File: src/rtl/pubkey_gen_iter.sv
// Iterative public key generator: Pk = (Sk + Q) mod P, computed by
// repeated subtraction of P, with ready/valid handshakes on both sides.
module pubkey_gen_iter #(
    parameter int W  = 8,
    parameter int P  = 227,
    parameter int CW = 16
) (
    input  logic          clk,
    input  logic          rst_n,
    input  logic          in_valid,
    output logic          in_ready,
    input  logic [W-1:0]  secret_key,
    input  logic [W-1:0]  offset,
    output logic          out_valid,
    input  logic          out_ready,
    output logic [W-1:0]  public_key,
    output logic          err_invalid_seckey,
    output logic          busy,
    output logic [CW-1:0] key_count
);

    typedef enum logic [1:0] {
        IDLE,
        REDUCE,
        OUT
    } state_t;

    localparam logic [W:0] P_EXT = (W+1)'(P);

    state_t        state, state_nxt;
    logic [W:0]    acc, acc_nxt;
    logic [W-1:0]  pk_nxt;
    logic          err_nxt;
    logic [CW-1:0] count_nxt;
    logic          sk_invalid;
    logic [W:0]    sum;

    // The accumulator is one bit wider so Sk+Q never loses its carry.
    assign sum        = {1'b0, secret_key} + {1'b0, offset};
    assign sk_invalid = (secret_key == '0) || ({1'b0, secret_key} >= P_EXT);

    assign in_ready  = (state == IDLE);
    assign out_valid = (state == OUT);
    assign busy      = (state != IDLE);

    always_ff @(posedge clk or negedge rst_n) begin
        if (!rst_n) begin
            state              <= IDLE;
            acc                <= '0;
            public_key         <= '0;
            err_invalid_seckey <= 1'b0;
            key_count          <= '0;
        end else begin
            state              <= state_nxt;
            acc                <= acc_nxt;
            public_key         <= pk_nxt;
            err_invalid_seckey <= err_nxt;
            key_count          <= count_nxt;
        end
    end

    always_comb begin
        state_nxt = state;
        acc_nxt   = acc;
        pk_nxt    = public_key;
        err_nxt   = err_invalid_seckey;
        count_nxt = key_count;
        case (state)
            IDLE: begin
                if (in_valid) begin
                    if (sk_invalid) begin
                        pk_nxt    = '0;
                        err_nxt   = 1'b1;
                        state_nxt = OUT;
                    end else begin
                        acc_nxt   = sum;
                        state_nxt = REDUCE;
                    end
                end
            end
            REDUCE: begin
                if (acc >= P_EXT) begin
                    acc_nxt = acc - P_EXT;
                end else begin
                    pk_nxt    = acc[W-1:0];
                    err_nxt   = 1'b0;
                    state_nxt = OUT;
                end
            end
            OUT: begin
                // Only successfully generated keys are counted.
                if (out_ready) begin
                    state_nxt = IDLE;
                    if (!err_invalid_seckey) begin
                        count_nxt = key_count + CW'(1);
                    end
                end
            end
            default: begin
                state_nxt = IDLE;
            end
        endcase
    end

endmodule

File: config.mk
export PLATFORM = sky130hd
export DESIGN_NAME = pubkey_gen_iter
export DESIGN_NICKNAME = d
export VERILOG_FILES = /design/src/rtl/pubkey_gen_iter.sv
export SDC_FILE = /design/constraint.sdc
export NUM_CORES = 1
export LEC_CHECK = 0
export CAP_MARGIN = 20
export CORE_ASPECT_RATIO = 0.6
export CORE_MARGIN = 8
export CORE_UTILIZATION = 50
export DETAILED_ROUTE_END_ITERATION = 10
export PLACE_DENSITY = 0.76
export SLEW_MARGIN = 20
export SYNTH_ARGS = -nofsm -noshare
export SYNTH_HDL_FRONTEND = slang
export SYNTH_SLANG_ARGS = --single-unit
File: constraint.sdc
create_clock -name clk -period 3.4 [get_ports clk]
set_input_delay 0.51 -clock clk [delete_from_list [all_inputs] [get_ports clk]]
set_output_delay 0.51 -clock clk [all_outputs]
set_load 0.05 [all_outputs]
==> results.toml, run 1 <==
[synthesis]
synthFlopType = "dfrtp_1"
synth_nets = 246
synth_edf_count = 0
synth_cell_type_count = 54
async_flop_share_pct = 100
yosysWarnings = 0
netlist_area_sq_um = 2130
synth.avg_cell_area_sq_um = 9.91
netlist_instances = 215
ys_seq_area_share_pct = 42.3
ys_ff_latch = 36

[clocking]
cts_max_path_buffers = 2
hold_buffers = 0
htreeDepth = 2
clock_latency_ns = 0.29
root_buffer = "clkbuf_8"
path_clk_slew_ns = 0.07
cts_sinks = 36
cts_buffers = 5
cts_setup_buffers = 0
cts_tree = "yes"
cts_resized = 0

[worst_hold_path]
hp-class = "flip-flop to flip-flop"
hold_path_startpoint = "key_count[15]$_DFFE_PN0P_"

[sta]
tightest_slew_ns = 0.753
tns_ns = 0
slew_headroom_pct = 49.7
fin_crit_ns = 2.55
final_max_slew_viol_count = 0
period_share_pct = 75.0
rsz0062_at_grt = "false"
finalSetupViolations = 0
clock-skew-final_ns = 0.00407
hold_viol_final = 0
max_freq_mhz = 392

[detailed_routing]
ant_nets = 0
route.detailed.drc = 0
vias = 1826
dr.pass1.iters = 4
wirelength_um = 5070
first_iter_violations = 123
vias_per_cell = 5.62
avgRoutedWirePerCell_um = 15.6

[global_routing]
track_usage_pct = 16.6
grt_pass1_wl_um = 8770
antenna_found_initial = 0
grt_max_degree = 37
gr-total-overflow = 0
grt_pass1_vias = 1781

[setup_path]
path_max_fanout = 3
critPathMaxStageDelay_ns = 0.48
crit_start = "secret_key[0]"
slowest_stage = "clkdlybuf4s50_1"
crit_chain = "clkdlybuf4s50_1, ha_1, fa_1, a211oi_1, nor2_1, o31ai_1, nand3_1, a22o_1"
crit_arrival_ns = 2.73
critPathKind = "primary input to flip-flop"
worst_r2r_startpoint = "acc[0]$_DFFE_PN0P_"
critPathRequiredTime_ns = 3.58
endpoint_kind = "flip-flop"
startpoint_type = "primary input"

[place]
placed_area_sq_um = 2650
routabilityCongestion = 0.841
dp_cells = 317
port_buffers = 47
dp_hpwl_um = 3840

[final_layout]
design_area_sq_um = 2760
final_common_cell = "clkdlybuf4s50_1"
syn_to_final_growth_pct = 29.4
final-instance-count-excl-fill = 325
diodes = 0
final_cell_mix = "clkdlybuf4s50_1, dfrtp_1, nor2_1"
fin_nets = 295
drive_gt1_share_pct = 6.79

[power_and_ir_drop]
ir_drop_uv = 572
power_density_nw_per_um2 = 802
power.leakage_uw = 0.00120

[die]
start_util_pct = 52.0
die_h_um = 66.6
die-area_sq_um = 6670
io_pins = 48
rows = 18
die_w_um = 100
core-area_sq_um = 4100

[run_status]
status = "complete, no violations"

[run]
max-cap-violations = 0
sequential cells by signal (all words and copies together), names as in the netlist:
signal and count:
err_invalid_seckey 1, public_key 8, acc 9, key_count 16
state 2
through the flow:
| step | hold slack (ns) | utilization, % | setup WS [ns] | power [uW] |
|---|---|---|---|---|
| 6_report | 0.471 | 67.2 | 0.850 | 2210 |
| 5_1_grt | 0.504 | 67.2 | 0.707 | 2360 |
| 4_1_cts | 0.476 | 67.2 | 0.864 | 2220 |
| 3_5_place_dp | 0.466 | 64.6 | 0.559 | 1840 |
| 3_3_place_gp | 0.458 | 64.6 | 0.643 | 1820 |
| 2_1_floorplan | 0.214 | - | 1.26 | 1510 |
routing by layer:
layer	up-vias	global-route usage (%)	share of wire [%]
li1	896	-	-
met1	866	24.3	51
met2	57	22.6	40
met3	7	4.78	7.3
met4	0	5.61	1.4
met5	-	0	0
cells by family after synthesis:
group / Yosys count / share of synthesized area (%)
AO/OA/AOI/OAI: 63 / 21.4
XOR/XNOR: 17 / 6.99
adder cells (fa/ha/maj): 11 / 6.81
buffers and inverters: 14 / 3.05
flip-flops: 36 / 42.3
multiplexers: 3 / 1.47
AND/OR/NAND/NOR: 71 / 18.0
critical path: cells and delay by family:
kind,cells,cell delay (ns)
AOI/OAI and AO/OA,3,0.82
adders and majority gates,2,0.68
buffers and inverters,1,0.48
and+or+nand+nor,2,0.23
Yosys cell counts (all sizes together), types with 2 or more instances:
master	count	area [sq um]
dfrtp	36	901
nor2	21	81.3
nand2	11	41.3
o21ai	11	55.1
a22o	10	87.6
ha	10	125
xnor2	10	87.6
a21oi	9	45.0
nand3	9	45.0
inv	8	30.0
nor3	8	40.0
xor2	7	61.3
nor2b	6	37.5
a211oi	4	30.0
a21o	4	30.0
a31oi	4	25.0
and3	3	18.8
buf	3	23.8
clkbuf	3	11.3
o31ai	3	22.5
a211o	2	17.5
and4	2	17.5
mux2i	2	20.0
nand4	2	12.5
nor4	2	27.5
or2	2	12.5
or3b	2	17.5
where the power goes:
group | switching [uW] | internal (uW) | leakage (uW) | total [uW]
registers | 171 | 561 | 0.000451 | 732
clock network | 154 | 218 | 0.0000552 | 372
logic | 671 | 436 | 0.000698 | 1110
path summary, 6_finish.rpt:
check,end,slack (ns),depth (start not counted)
worst max register to register,acc[5]$_DFFE_PN0P_,1.01,7
worst max-delay path,acc[8]$_DFFE_PN0P_,0.85,8
max in group asynchronous,acc[7]$_DFFE_PN0P_,2.44,2
min in group asynchronous,public_key[2]$_DFFE_PN0P_,0.64,2
worst min-delay path,key_count[15]$_DFFE_PN0P_,0.47,1
worst min register to register,key_count[15]$_DFFE_PN0P_,0.47,1
final cells by class:
class	instances	area, sq um
clock buffers	6	72.6
repair buffers	48	478
multi-input cells	165	1160
well taps	60	75.1
fillers	357	1340
inverters	8	30.0
flip-flops and latches	36	901
clock inverters	2	35.0
No activity file was read; power rests on OpenSTA's default activity.
==> run 2, diff against run 1 <==
Clock period 3.4 ns to 2.56 ns, I/O delays scaled along.
==> run 2 against run 1 <==
Against the previous run:
- count of clock-buffer cells in the layout shrank 1
- critical path depth is 1 lower
- power grew 36%
- setup slack worse by 0.62 ns
- final cell count grew 2.2%
- first-iteration DRC count grew 12%
- sequential cell count did not move
- non-clock buffer count grew 7
- clock power rose by 36%
- clock skew rose by 0.0033 ns
- combinational power grew 37%
- routed wire length increased by 8.2%
- critical endpoint is now acc[5]$_DFFE_PN0P_
- largest cell class unchanged
==> results.toml, run 2 (synthesis gave the netlist of run 1 again) <==
[global_routing]
antenna_found_initial = 0
grt_pass1_vias = 1784
grt_max_degree = 37
grt_pass1_wl_um = 9110
track_usage_pct = 17.4
gr-total-overflow = 0

[clocking]
cts_tree = "yes"
cts_sinks = 36
htreeDepth = 2
clock_latency_ns = 0.30
hold_buffers = 0
cts_buffers = 5
cts_resized = 0
cts_max_path_buffers = 2
root_buffer = "clkbuf_8"
cts_setup_buffers = 0
path_clk_slew_ns = 0.08

[final_layout]
syn_to_final_growth_pct = 32.0
diodes = 0
top_regs = "key_count: 16 flops, acc: 9 flops, public_key: 8 flops"
final_cell_mix = "clkdlybuf4s50_1, dfrtp_1, nor2_1"
largest_register_ffs = 16
final_util_pct = 68.6
final_common_cell = "clkdlybuf4s50_1"
drive_gt1_share_pct = 9.56
design_area_sq_um = 2810
final-instance-count-excl-fill = 332
fin_nets = 302
largest-register = "key_count"

[worst_hold_path]
hold_end = "key_count[15]$_DFFE_PN0P_"
hold_path_startpoint = "key_count[15]$_DFFE_PN0P_"
holdPathStages = 1
hp-class = "flip-flop to flip-flop"

[setup_path]
critPathKind = "flip-flop to flip-flop"
r2r_end = "acc[5]$_DFFE_PN0P_"
crit_chain = "ha_1, nor4_4, a22o_1, a2bb2oi_2, inv_2, o2bb2ai_1, o21ba_2"
path_max_fanout = 8
critPathMaxStageDelay_ns = 0.46
reg2reg_slack_ns = 0.23
crit_family = "compound AO/OA/AOI/OAI gates"
slowest_stage = "dfrtp_1"
crit_start = "acc[0]$_DFFE_PN0P_"
critPathRequiredTime_ns = 2.75
startpoint_type = "flip-flop"
path_buf_inv = 1
worst_r2r_startpoint = "acc[0]$_DFFE_PN0P_"
crit_arrival_ns = 2.52
worst_r2r_path_depth = 7
endpoint_kind = "flip-flop"

[sta]
clock-skew-final_ns = 0.00738
final_max_slew_viol_count = 0
period_share_pct = 91.1
hold_viol_final = 0
max_freq_mhz = 429
finalSetupViolations = 0
fin_crit_ns = 2.33
tns_ns = 0
slew_headroom_pct = 64.4
tightest_slew_ns = 0.532
setup_slack_ns = 0.229
rsz0062_at_grt = "false"

[place]
pre_cts_slack_ns = -0.0316
routabilityCongestion = 0.837
placed_area_sq_um = 2700
port_buffers = 47
dp_cells = 324
dp_hpwl_um = 4160

[detailed_routing]
wirelength_um = 5490
first_iter_violations = 138
ant_nets = 0
route.detailed.drc = 0
vias_per_cell = 5.65
dr.pass1.iters = 4
avgRoutedWirePerCell_um = 16.5
vias = 1876

[power_and_ir_drop]
p_int_uw = 1640
power.leakage_uw = 0.00124
ir_drop_uv = 847
power_density_nw_per_um2 = 1070
clkPwrFrac_pct = 16.9
switching_share_pct = 45.5
p_switching_uw = 1360
combPwrFrac_pct = 50.6
power_frac_seq_pct = 32.5

[run]
max-cap-violations = 0

[die]
io_pins = 48
core-area_sq_um = 4100
die-area_sq_um = 6670
die_h_um = 66.6
start_util_pct = 52.0
rows = 18
die_w_um = 100

[run_status]
status = "complete, no violations"
run 2: per-layer routing:
metal / track usage (%) / share of wire [%] / vias up
li1: - / - / 913
met1: 24.0 / 50 / 890
met2: 25.5 / 42 / 68
met3: 5.20 / 7.5 / 5
met4: 5.05 / 0.86 / 0
met5: 0 / 0 / -
run 2: worst max path at each step:
stage                                      to  slack, ns  depth (start not counted)
floorplan           key_count[15]$_DFFE_PN0P_       0.44                          6
global placement           acc[8]$_DFFE_PN0P_       0.05                          8
detailed placement         acc[6]$_DFFE_PN0P_      -0.03                          8
CTS                                  in_ready       0.21                          3
global route               acc[5]$_DFFE_PN0P_       0.12                          7
finish                     acc[5]$_DFFE_PN0P_       0.23                          7
run 2: area by class of cell:
cell class,instances,area [sq um]
multi-input cells,165,1160
clock buffers,5,68.8
inverters,8,30.0
clock inverters,3,42.5
well taps,60,75.1
repair buffers,55,531
flip-flops and latches,36,901
fillers,355,1290
run 2: power groups by stage:
stage | combinational (uW) | clock [uW] | sequential [uW]
floorplan | 799 | 0 | 1210
global placement | 1480 | 0 | 973
detailed placement | 1510 | 0 | 974
CTS | 1520 | 513 | 972
global route | 1640 | 537 | 1010
finish | 1520 | 507 | 975
run 2: through the flow:
step / total power (uW) / hold slack [ns]
floorplan: 2010 / 0.0884
global placement: 2450 / 0.458
detailed placement: 2490 / 0.467
CTS: 3010 / 0.477
global route: 3180 / 0.508
finish: 3000 / 0.478
==> run 3, diff against run 2 <==
Settings changed: CTS_BUF_LIST set to sky130_fd_sc_hd__clkbuf_16, PLACE_DENSITY 0.76 to 0.88, RECOVER_POWER set to 25.
==> run 3 against run 2 <==
Against the previous run:
- first-iteration DRC count grew 5.8%
- global-route usage shrank 0.69 points
- largest power group unchanged
- count of clock-buffer cells in the layout is the same
- sequential power grew 0.7%
- sequential share of layout area shrank 0.52 points
- maximum frequency shrank 0.71%
- combinational power is essentially flat
- register-to-register slack gained 0.06 ns
- final cell count shrank 0.30%
==> results.toml, run 3 (synthesis gave the netlist of run 1 again) <==
[detailed_routing]
avgRoutedWirePerCell_um = 16.4
first_iter_violations = 146
route.detailed.drc = 0
vias = 1891
dr.pass1.iters = 4
vias_per_cell = 5.71
ant_nets = 0
wirelength_um = 5430

[final_layout]
fin_nets = 301
largest-register = "key_count"
final_util_pct = 69.7
drive_gt1_share_pct = 9.23
final-instance-count-excl-fill = 331
diodes = 0
syn_to_final_growth_pct = 34.2
final_cell_mix = "clkdlybuf4s50_1, dfrtp_1, nor2_1"
largest_register_ffs = 16
top_regs = "key_count: 16 flops, acc: 9 flops, public_key: 8 flops"
final_common_cell = "clkdlybuf4s50_1"
nFillCells = 311

[sta]
tns_ns = 0
final_max_slew_viol_count = 0
fin_crit_ns = 2.35
whs_ns = 0.467
slew_headroom_pct = 41.3
hold_viol_final = 0
period_share_pct = 91.7
max_freq_mhz = 426
finalSetupViolations = 0
clock-skew-final_ns = 0.00406
tightest_slew_ns = 0.881
rsz0062_at_grt = "false"

[die]
rows = 18
die-area_sq_um = 6670
core-area_sq_um = 4100
die_h_um = 66.6
die_w_um = 100
io_pins = 48
start_util_pct = 52.0

[setup_path]
endpoint_kind = "flip-flop"
critPathMaxStageDelay_ns = 0.46
crit_arrival_ns = 2.51
critPathKind = "primary input to flip-flop"
crit_chain = "clkdlybuf4s50_1, ha_1, fa_1, a211oi_1, nor2_1, o31ai_1, nand3_1, a22o_1"
path_max_fanout = 2
critPathRequiredTime_ns = 2.73
slowest_stage = "clkdlybuf4s50_1"
startpoint_type = "primary input"

[clocking]
path_clk_slew_ns = 0.06
cts_resized = 0
cts_sinks = 36
cts_setup_buffers = 0
hold_buffers = 0
root_buffer = "clkbuf_16"
htreeDepth = 2
clock_latency_ns = 0.28
cts_tree = "yes"
cts_max_path_buffers = 2
cts_buffers = 5

[global_routing]
gr-total-overflow = 0
grt_pass1_vias = 1778
grt_pass1_wl_um = 8830
track_usage_pct = 16.7
antenna_found_initial = 0
grt_max_degree = 37

[power_and_ir_drop]
ir_drop_uv = 817
power_density_nw_per_um2 = 1120
finalPower_uw = 3200
power.leakage_uw = 0.00126

[place]
dp_cells = 323
dp_hpwl_um = 4100
port_buffers = 47
routabilityCongestion = 0.882

[run]
max-cap-violations = 0

[worst_hold_path]
hp-class = "flip-flop to flip-flop"

[run_status]
status = "complete, no violations"
-- run 3: cell types whose count changed in the layout (fill, tap and decap cells not counted) --
| cell | change |
|---|---|
| clkbuf_16 | +5 |
| clkbuf_2 | +1 |
| dlygate4sd3_1 | +1 |
| buf_4 | -2 |
| clkbuf_8 | -5 |
| clkdlybuf4s50_1 | -1 |
-- run 3: through the flow --
stage	instance area (sq um)	setup WS, ns
floorplan	2130	0.444
finish	2860	0.212
global route	2860	0.0850
detailed placement	2690	-0.0795
CTS	2860	0.201
global placement	2690	0.0616
-- run 3: final cells by class --
type	count	area (sq um)	share of cell area (%)
Sequential cell	36	901	31.5
Timing Repair Buffer	54	520	18.2
Tap cell	60	75.1	2.63
Inverter	8	30.0	1.05
Clock buffer	5	125	4.38
Multi-Input combinational cell	165	1160	40.7
Clock inverter	3	42.5	1.49
-- run 3: path summary, 6_finish.rpt --
| path | start | to | slack (ns) | cells past startpoint |
|---|---|---|---|---|
| hold / removal | key_count[15]$_DFFE_PN0P_ | key_count[15]$_DFFE_PN0P_ | 0.47 | 1 |
| max in group asynchronous | rst_n | err_invalid_seckey$_DFFE_PN0P_ | 1.25 | 2 |
| setup / recovery | secret_key[0] | acc[8]$_DFFE_PN0P_ | 0.21 | 8 |
| min in group asynchronous | rst_n | public_key[2]$_DFFE_PN0P_ | 0.75 | 2 |
| hold reg to reg | key_count[15]$_DFFE_PN0P_ | key_count[15]$_DFFE_PN0P_ | 0.47 | 1 |
| setup reg to reg | acc[0]$_DFFE_PN0P_ | acc[5]$_DFFE_PN0P_ | 0.29 | 7 |
-- run 3: power breakdown --
part / switching, uW / internal (uW)
Combinational: 924 / 603
Clock: 236 / 457
Sequential: 235 / 746
Total: 1390 / 1810
-- run 3: per-layer routing --
metal / share of wire, % / GRT usage [%]
met1: 49 / 23.4
met2: 43 / 25.4
met3: 7.9 / 4.57
met4: 0.39 / 2.80
met5: 0 / 0
-- run 3: critical path: cells and delay by family --
family | cells | cell delay (ns)
buffers and inverters | 1 | 0.46
AOI/OAI and AO/OA | 3 | 0.79
adders and majority gates | 2 | 0.64
and+or+nand+nor | 2 | 0.23
